<file path="config.mk">
export PLATFORM = sky130hd
export DESIGN_NAME = sa22_ctrl_flat
export DESIGN_NICKNAME = d
export VERILOG_FILES = /design/src/rtl/sa22_if.sv /design/src/rtl/sa22_ctrl.sv /design/src/flat_wrapper.sv
export SDC_FILE = /design/constraint.sdc
export NUM_CORES = 1
export LEC_CHECK = 0
export CORE_UTILIZATION = 41
export DETAILED_ROUTE_END_ITERATION = 7
export GPL_ROUTABILITY_DRIVEN = 0
export PLACE_DENSITY = 0.77
export SYNTH_ARGS = -nofsm -noshare
export SYNTH_HDL_FRONTEND = slang
export SYNTH_SLANG_ARGS = --single-unit
</file>
<file path="constraint.sdc">
create_clock -name clk -period 2 [get_ports clk]
set_clock_uncertainty 0.15 [all_clocks]
set_input_delay 0.3 -clock clk [delete_from_list [all_inputs] [get_ports clk]]
set_output_delay 0.3 -clock clk [all_outputs]
set_load 0.02 [all_outputs]
</file>
<file path="src/rtl/sa22_if.sv">
// ---------------------------------------------------------------------------
// sa22_if -- signal bundle between a job source / 2x2 systolic array and the
// sa22_ctrl controller.
//
// Job side    : start, num_vec, w11..w22 (into controller)
// Vector side : act_valid, act_a1, act_a2 (in), act_ready (out)
// Array side  : weight_en, weight_in11/12, activation_in11/21,
//               partial_sum_in11/12 (out), reg_partial_sum21/22 (in)
// Result side : res_valid, res0, res1, busy, done (out)
//
// modport slave  : the controller
// modport master : whatever drives jobs and models the array
// ---------------------------------------------------------------------------
interface sa22_if #(
    parameter int DW = 16,
    parameter int CW = 8
);
    logic                 start;
    logic [CW-1:0]        num_vec;
    logic signed [DW-1:0] w11;
    logic signed [DW-1:0] w12;
    logic signed [DW-1:0] w21;
    logic signed [DW-1:0] w22;
    logic                 act_valid;
    logic signed [DW-1:0] act_a1;
    logic signed [DW-1:0] act_a2;
    logic                 act_ready;
    logic                 weight_en;
    logic signed [DW-1:0] weight_in11;
    logic signed [DW-1:0] weight_in12;
    logic signed [DW-1:0] activation_in11;
    logic signed [DW-1:0] activation_in21;
    logic signed [DW-1:0] partial_sum_in11;
    logic signed [DW-1:0] partial_sum_in12;
    logic signed [DW-1:0] reg_partial_sum21;
    logic signed [DW-1:0] reg_partial_sum22;
    logic                 res_valid;
    logic signed [DW-1:0] res0;
    logic signed [DW-1:0] res1;
    logic                 busy;
    logic                 done;

    modport slave (
        input  start, num_vec, w11, w12, w21, w22,
        input  act_valid, act_a1, act_a2,
        input  reg_partial_sum21, reg_partial_sum22,
        output act_ready, weight_en, weight_in11, weight_in12,
        output activation_in11, activation_in21,
        output partial_sum_in11, partial_sum_in12,
        output res_valid, res0, res1, busy, done
    );

    modport master (
        output start, num_vec, w11, w12, w21, w22,
        output act_valid, act_a1, act_a2,
        output reg_partial_sum21, reg_partial_sum22,
        input  act_ready, weight_en, weight_in11, weight_in12,
        input  activation_in11, activation_in21,
        input  partial_sum_in11, partial_sum_in12,
        input  res_valid, res0, res1, busy, done
    );
endinterface

</file>
<file path="src/rtl/sa22_ctrl.sv">
// ---------------------------------------------------------------------------
// sa22_ctrl -- job controller for a 2x2 weight-stationary systolic array.
//
// Loads the 2x2 weight matrix (bottom row first so it shifts down into place),
// streams num_vec activation vectors into the left edge with a one-cycle row
// skew, then collects and deskews the two bottom-edge column sums into one
// result vector per accepted activation vector.
//
// Ports:
//   clk  : clock, all state changes on the rising edge
//   rst  : asynchronous active-low reset
//   bus  : sa22_if.slave (job, vector handshake, array feeds, results, status)
// ---------------------------------------------------------------------------
module sa22_ctrl #(
    parameter int DW = 16,
    parameter int CW = 8
) (
    input  logic   clk,
    input  logic   rst,
    sa22_if.slave  bus
);

    typedef enum logic [2:0] {
        S_IDLE   = 3'd0,
        S_LOAD0  = 3'd1,
        S_LOAD1  = 3'd2,
        S_STREAM = 3'd3,
        S_DRAIN  = 3'd4,
        S_DONE   = 3'd5
    } state_t;

    state_t state_q, state_d;

    // latched job parameters
    logic [CW-1:0]        num_vec_q;
    logic [CW-1:0]        cnt_q;
    logic signed [DW-1:0] w11_q, w12_q, w21_q, w22_q;

    // activation feed and result deskew registers
    logic signed [DW-1:0] act11_q;
    logic signed [DW-1:0] a2_hold_q;
    logic signed [DW-1:0] act21_q;
    logic signed [DW-1:0] col0_q;
    logic signed [DW-1:0] col0_dly_q;
    logic signed [DW-1:0] col1_q;

    // vld_q[k] is set while the vector whose row-1 slot was k cycles ago is in flight
    logic [4:0] vld_q, vld_d;

    logic                 start_ok;
    logic                 accept;
    logic                 last_accept;
    logic                 act_ready;
    logic                 weight_en;
    logic signed [DW-1:0] weight_in11;
    logic signed [DW-1:0] weight_in12;
    logic                 busy;
    logic                 done;

    assign start_ok    = (state_q == S_IDLE) && bus.start;
    assign accept      = bus.act_valid && act_ready;
    assign last_accept = accept && ((cnt_q + CW'(1)) == num_vec_q);

    // ---------------- state register ----------------
    always_ff @(posedge clk or negedge rst) begin
        if (!rst) begin
            state_q <= S_IDLE;
        end else begin
            state_q <= state_d;
        end
    end

    // ---------------- next-state logic ----------------
    always_comb begin
        state_d = state_q;
        case (state_q)
            S_IDLE:   if (bus.start) state_d = S_LOAD0;
            S_LOAD0:  state_d = S_LOAD1;
            S_LOAD1:  state_d = (num_vec_q == '0) ? S_DRAIN : S_STREAM;
            S_STREAM: if (last_accept) state_d = S_DRAIN;
            // vld_q[4] is the res_valid being issued now; once nothing is
            // behind it the job is complete after this cycle
            S_DRAIN:  if (vld_q[3:0] == '0) state_d = S_DONE;
            S_DONE:   state_d = S_IDLE;
            default:  state_d = S_IDLE;
        endcase
    end

    // ---------------- output logic ----------------
    always_comb begin
        weight_en   = 1'b0;
        weight_in11 = '0;
        weight_in12 = '0;
        act_ready   = 1'b0;
        busy        = (state_q != S_IDLE);
        done        = (state_q == S_DONE);
        case (state_q)
            // bottom row goes in first; the second load pushes it down a row
            S_LOAD0: begin
                weight_en   = 1'b1;
                weight_in11 = w21_q;
                weight_in12 = w22_q;
            end
            S_LOAD1: begin
                weight_en   = 1'b1;
                weight_in11 = w11_q;
                weight_in12 = w12_q;
            end
            S_STREAM: act_ready = (cnt_q < num_vec_q);
            default: ;
        endcase
    end

    // ---------------- valid pipeline ----------------
    assign vld_d[0] = accept;
    generate
        for (genvar gi = 1; gi < 5; gi++) begin : g_vld
            assign vld_d[gi] = vld_q[gi-1];
        end
    endgenerate

    // ---------------- datapath ----------------
    always_ff @(posedge clk or negedge rst) begin
        if (!rst) begin
            num_vec_q  <= '0;
            cnt_q      <= '0;
            w11_q      <= '0;
            w12_q      <= '0;
            w21_q      <= '0;
            w22_q      <= '0;
            act11_q    <= '0;
            a2_hold_q  <= '0;
            act21_q    <= '0;
            col0_q     <= '0;
            col0_dly_q <= '0;
            col1_q     <= '0;
            vld_q      <= '0;
        end else begin
            if (start_ok) begin
                num_vec_q <= bus.num_vec;
                w11_q     <= bus.w11;
                w12_q     <= bus.w12;
                w21_q     <= bus.w21;
                w22_q     <= bus.w22;
                cnt_q     <= '0;
            end else if (accept) begin
                cnt_q <= cnt_q + CW'(1);
            end

            // bubbles feed zeros; row 2 trails row 1 by one cycle
            act11_q   <= accept ? bus.act_a1 : '0;
            a2_hold_q <= accept ? bus.act_a2 : '0;
            act21_q   <= a2_hold_q;

            vld_q <= vld_d;

            // column 0 settles one cycle before column 1, so it is held one
            // extra register to line both up with res_valid
            if (vld_q[2]) col0_q <= bus.reg_partial_sum21;
            col0_dly_q <= col0_q;
            if (vld_q[3]) col1_q <= bus.reg_partial_sum22;
        end
    end

    assign bus.act_ready        = act_ready;
    assign bus.weight_en        = weight_en;
    assign bus.weight_in11      = weight_in11;
    assign bus.weight_in12      = weight_in12;
    assign bus.activation_in11  = act11_q;
    assign bus.activation_in21  = act21_q;
    assign bus.partial_sum_in11 = '0;
    assign bus.partial_sum_in12 = '0;
    assign bus.res_valid        = vld_q[4];
    assign bus.res0             = vld_q[4] ? col0_dly_q : '0;
    assign bus.res1             = vld_q[4] ? col1_q : '0;
    assign bus.busy             = busy;
    assign bus.done             = done;

endmodule

</file>
<file path="src/flat_wrapper.sv">
// flat-port wrapper written by rule: the top's interface ports become plain ports
module sa22_ctrl_flat 
#(
    parameter int DW = 16,
    parameter int CW = 8
)
  (clk, rst, bus_start, bus_num_vec, bus_w11, bus_w12, bus_w21, bus_w22, bus_act_valid, bus_act_a1, bus_act_a2, bus_reg_partial_sum21, bus_reg_partial_sum22, bus_act_ready, bus_weight_en, bus_weight_in11, bus_weight_in12, bus_activation_in11, bus_activation_in21, bus_partial_sum_in11, bus_partial_sum_in12, bus_res_valid, bus_res0, bus_res1, bus_busy, bus_done);
  sa22_if #(.DW(DW), .CW(CW)) bus_i ();
  input  logic clk;
  input  logic rst;
  input wire logic [$bits(bus_i.start)-1:0] bus_start;
  input wire logic [$bits(bus_i.num_vec)-1:0] bus_num_vec;
  input wire logic [$bits(bus_i.w11)-1:0] bus_w11;
  input wire logic [$bits(bus_i.w12)-1:0] bus_w12;
  input wire logic [$bits(bus_i.w21)-1:0] bus_w21;
  input wire logic [$bits(bus_i.w22)-1:0] bus_w22;
  input wire logic [$bits(bus_i.act_valid)-1:0] bus_act_valid;
  input wire logic [$bits(bus_i.act_a1)-1:0] bus_act_a1;
  input wire logic [$bits(bus_i.act_a2)-1:0] bus_act_a2;
  input wire logic [$bits(bus_i.reg_partial_sum21)-1:0] bus_reg_partial_sum21;
  input wire logic [$bits(bus_i.reg_partial_sum22)-1:0] bus_reg_partial_sum22;
  output wire logic [$bits(bus_i.act_ready)-1:0] bus_act_ready;
  output wire logic [$bits(bus_i.weight_en)-1:0] bus_weight_en;
  output wire logic [$bits(bus_i.weight_in11)-1:0] bus_weight_in11;
  output wire logic [$bits(bus_i.weight_in12)-1:0] bus_weight_in12;
  output wire logic [$bits(bus_i.activation_in11)-1:0] bus_activation_in11;
  output wire logic [$bits(bus_i.activation_in21)-1:0] bus_activation_in21;
  output wire logic [$bits(bus_i.partial_sum_in11)-1:0] bus_partial_sum_in11;
  output wire logic [$bits(bus_i.partial_sum_in12)-1:0] bus_partial_sum_in12;
  output wire logic [$bits(bus_i.res_valid)-1:0] bus_res_valid;
  output wire logic [$bits(bus_i.res0)-1:0] bus_res0;
  output wire logic [$bits(bus_i.res1)-1:0] bus_res1;
  output wire logic [$bits(bus_i.busy)-1:0] bus_busy;
  output wire logic [$bits(bus_i.done)-1:0] bus_done;
  assign bus_i.start = bus_start;
  assign bus_i.num_vec = bus_num_vec;
  assign bus_i.w11 = bus_w11;
  assign bus_i.w12 = bus_w12;
  assign bus_i.w21 = bus_w21;
  assign bus_i.w22 = bus_w22;
  assign bus_i.act_valid = bus_act_valid;
  assign bus_i.act_a1 = bus_act_a1;
  assign bus_i.act_a2 = bus_act_a2;
  assign bus_i.reg_partial_sum21 = bus_reg_partial_sum21;
  assign bus_i.reg_partial_sum22 = bus_reg_partial_sum22;
  assign bus_act_ready = bus_i.act_ready;
  assign bus_weight_en = bus_i.weight_en;
  assign bus_weight_in11 = bus_i.weight_in11;
  assign bus_weight_in12 = bus_i.weight_in12;
  assign bus_activation_in11 = bus_i.activation_in11;
  assign bus_activation_in21 = bus_i.activation_in21;
  assign bus_partial_sum_in11 = bus_i.partial_sum_in11;
  assign bus_partial_sum_in12 = bus_i.partial_sum_in12;
  assign bus_res_valid = bus_i.res_valid;
  assign bus_res0 = bus_i.res0;
  assign bus_res1 = bus_i.res1;
  assign bus_busy = bus_i.busy;
  assign bus_done = bus_i.done;
  sa22_ctrl #(.DW(DW), .CW(CW)) u_core (.clk(clk), .rst(rst), .bus(bus_i));
endmodule
</file>
==> flow_summary.rst <==
.. list-table::
   :header-rows: 1

   * - Metric
     - Value
   * - Overflow after GRT
     - 0
   * - Reg2reg end
     - u_core.cnt_q[4]
   * - Standard-cell rows
     - 49
   * - Required time of the worst setup path
     - 1.55 ns
   * - Clock tree from TritonCTS
     - built
   * - Drt total wl
     - about 19 mm
   * - Headroom to the max-slew limit
     - 66.6%
   * - Startpoint of the worst setup timing path
     - u_core.state_q[2]
   * - Area leader, netlist
     - sky130_fd_sc_hd__dfrtp_1
   * - Number of antenna violations at the first check in global routing
     - 0
   * - Static power due to leakage
     - 5.51 nW
   * - FILL cells
     - 1396
   * - Hold Crit Depth
     - 0
   * - Cell count after synthesis
     - 695
   * - Number of vias per cell
     - around 4.7
   * - Die span in y
     - 138 um
   * - Area after DPL
     - 0.0105 mm2
   * - Worst hold endpoint
     - u_core.bus.activation_in21[15]
   * - First-pass iteration count of the detailed router
     - 4
   * - Count of distinct cell types in the synthesized netlist
     - 38
   * - Fraction of layout instances using a drive strength above 1
     - 19.6%
   * - Power Dens Cells
     - 1280 mW/mm2
   * - Fin Setup TNS
     - -14.45 ns
   * - Average size of a mapped cell
     - 10.9 um2
   * - Routed metal-1 wirelength
     - 8.08 mm
   * - Yosys synthesis warning count
     - 0
   * - Hpwl dp
     - 12.2 mm
   * - Number of H-tree branching levels
     - 4
   * - Fin. max-slew vios
     - 0
   * - Register bit count reported by yosys
     - 184
   * - Total DRC errors in the routed layout
     - 0
   * - Diode count
     - 0
   * - Worst r2r path cells
     - 8
   * - Minimum period implied by the final worst setup slack
     - 2.31 ns
   * - Crit start category
     - flip-flop
   * - Status
     - finished, violations left
   * - Total die area
     - 0.0191 mm2
   * - Combined flip-flop and latch cell area
     - between 0.004 and 0.005 mm2
   * - Global routing usage summed across all routing layers
     - 19.9%
   * - Total area of multi-input combinational cells
     - 0.00278 mm2
   * - Max Cap Viol
     - 0
   * - Hold Violations, Final
     - 0
   * - Flop2flop setup slack
     - -0.30 ns
   * - Placed cell count
     - 1173
   * - Count of placed standard cells in the final layout, fillers left out
     - 1224
   * - Highest clock frequency the design can meet
     - 0.433 GHz
   * - Peak VDD IR
     - 0.741 mV
   * - Nature of the critical path endpoint
     - primary output
   * - Final #Nets
     - 1131
   * - Setup repair after global routing missed its margin
     - yes
   * - Area growth from synthesis to layout
     - 52.2%
   * - Initial DRC Count
     - 320
   * - Antenna viol nets, final
     - 0
   * - Initial core utilization
     - 42.1%
   * - First-pass GRT wire length
     - 29.9 mm
   * - Portion of synthesized cell area occupied by the leading cell type
     - ~60%
   * - Number of I/O pins
     - 273
   * - Root buffer cell
     - sky130_fd_sc_hd__clkbuf_16
   * - Post-synth ARST share
     - 100%
   * - Category of the critical setup timing path
     - reg2out
   * - Slack of the critical path
     - -0.310 ns
   * - Highest fanout seen on the critical path
     - 8
   * - # port buffers
     - 240
   * - Total non-filler cell area in the finished layout
     - between 0.01 and 0.015 mm2
   * - Vias in the first global route
     - 5671
   * - Total via count after detailed routing
     - 5726
   * - Number of enable-type register cells in the synthesized netlist
     - 0
   * - Main flop type after synthesis
     - sky130_fd_sc_hd__dfrtp_1
   * - Sequential fraction of the synthesis area
     - 60.7%
   * - CTS buffer count
     - 17
   * - Class of the tightest hold or removal check
     - reg2reg
   * - Count of final setup violators
     - between 70 and 80
   * - Clock-pin slew on the worst setup and hold paths
     - roughly 0.07 ns
   * - Top layer used by detailed routing
     - met4
   * - Worst Hold Launch
     - u_core.a2_hold_q[15]
   * - Part of the cycle the worst path needs
     - 116%
   * - Wire length per cell after detailed routing
     - approximately 16 um
   * - CP Data Arrival Time
     - 1.86 ns
   * - Synth top area cells
     - sky130_fd_sc_hd__dfrtp_1, sky130_fd_sc_hd__nand2_1, sky130_fd_sc_hd__and2_1
   * - Area of the core
     - 0.0180 mm2
   * - Maximum number of pins on one net before global-route repair
     - 59
   * - Buffer levels on the longest clock path
     - 2
   * - TritonCTS sink count
     - roughly 180
   * - Clock latency at the later pin of the worst-skew pair
     - 0.42 ns
   * - Length of routed met3 wiring
     - 863 um
   * - Actual transition at the worst max-transition pin
     - roughly 0.5 ns
   * - Overall die width
     - 138 um
   * - Worst r2r src
     - u_core.num_vec_q[7]
   * - Cell area after synthesis
     - ~0.0076 mm2
   * - Violations in the final reports
     - negative setup slack
   * - Routed wl met2
     - 9.73 mm
==> layout make-up <==
| class | instances | area share (%) |
|---|---|---|
| clock buffers | 18 | 3.80 |
| repair buffers | 307 | 28.0 |
| clock inverters | 14 | 1.34 |
| flip-flops and latches | 184 | 39.9 |
| multi-input cells | 462 | 24.1 |
| well taps | 229 | 2.48 |
| inverters | 10 | 0.325 |
==> per-layer routing <==
layer  track usage [%]  up-vias
met5                 0        -
met4              6.19        0
met3              4.09       20
met2              33.8      184
met1              25.4     2752
li1                  -     2770
==> placed cells by master (no fill, tap or decap), types with 18 or more instances in the layout <==
cell                                n
sky130_fd_sc_hd__conb_1            32
sky130_fd_sc_hd__buf_6             43
sky130_fd_sc_hd__nand2_1          210
sky130_fd_sc_hd__buf_4             38
sky130_fd_sc_hd__clkbuf_16         18
sky130_fd_sc_hd__a22o_1            35
sky130_fd_sc_hd__mux2_2            32
sky130_fd_sc_hd__and2_1            65
sky130_fd_sc_hd__dlygate4sd2_1     29
sky130_fd_sc_hd__dfrtp_1          184
sky130_fd_sc_hd__clkdlybuf4s50_1  170
==> worst max-delay path by stage <==
stage	to	cells past startpoint
3_5_place_dp	bus_act_ready	7
6_report	bus_weight_in12[9]	6
2_1_floorplan	u_core.cnt_q[4]	7
5_1_grt	u_core.cnt_q[4]	9
3_3_place_gp	bus_act_ready	7
4_1_cts	bus_weight_in11[12]	7
==> report_power, final <==
part	total (mW)	switching, mW	internal (mW)
Sequential	5.71	0.642	5.07
Clock	3.37	1.56	1.81
Combinational	5.66	2.70	2.96
Total	14.7	4.90	9.84
==> metrics by stage <==
step | util [%] | worst slack [ns] | hold WS [ns] | total power [mW]
2_1_floorplan | - | -0.168 | -0.146 | 8.53
3_3_place_gp | 58.2 | -0.256 | 0.141 | 10.8
3_5_place_dp | 58.2 | -0.287 | 0.143 | 10.9
4_1_cts | 63.5 | -0.280 | 0.202 | 14.7
5_1_grt | 64.0 | -0.412 | 0.208 | 15.6
6_report | 64.0 | -0.310 | 0.201 | 14.7
==> what timing repair did <==
action	in CTS	in global routing
pin swaps	41	12
cloned	6	1
setup buffers	13	2
hold buffers	1	0
hold endpoints to repair	50	0
resized for setup	265	23
endpoints found under the setup margin	112	86
==> critical path, cell delays in order, from the launching register on <==
cell	delay (ns)
sky130_fd_sc_hd__dfrtp_1	0.39
sky130_fd_sc_hd__and2b_2	0.23
sky130_fd_sc_hd__nor2b_4	0.20
sky130_fd_sc_hd__buf_6	0.16
sky130_fd_sc_hd__buf_16	0.14
sky130_fd_sc_hd__a22o_1	0.19
sky130_fd_sc_hd__buf_6	0.13
==> Yosys cell counts, types with 2 or more instances <==
cell type and instances:
sky130_fd_sc_hd__a21oi_1 6, sky130_fd_sc_hd__a22o_1 35, sky130_fd_sc_hd__and2_1 67, sky130_fd_sc_hd__buf_2 9, sky130_fd_sc_hd__buf_4 33, sky130_fd_sc_hd__buf_6 2
sky130_fd_sc_hd__clkbuf_1 23, sky130_fd_sc_hd__clkbuf_2 2, sky130_fd_sc_hd__dfrtp_1 184, sky130_fd_sc_hd__ha_1 9, sky130_fd_sc_hd__inv_1 10, sky130_fd_sc_hd__mux2_2 37
sky130_fd_sc_hd__mux2i_1 6, sky130_fd_sc_hd__nand2_1 212, sky130_fd_sc_hd__nand3_1 2, sky130_fd_sc_hd__nand4_1 2, sky130_fd_sc_hd__nor2_1 10, sky130_fd_sc_hd__nor2b_1 4
sky130_fd_sc_hd__nor3_1 4, sky130_fd_sc_hd__nor4_1 3, sky130_fd_sc_hd__o21ai_0 9, sky130_fd_sc_hd__o31ai_1 2, sky130_fd_sc_hd__xnor2_1 9
==> logic make-up after synthesis <==
logic type      count (synthesis)  share of synthesized area (%)
simple gates                  311                           18.5
flops                         184                           60.7
buf+inv                        80                           5.97
compound gates                 57                           5.84
mux                            43                           6.28
xor+xnor                       10                           1.15
fa+ha+maj                       9                           1.48
other cells                     1                         0.0494
No activity file was read; power rests on OpenSTA's default activity.
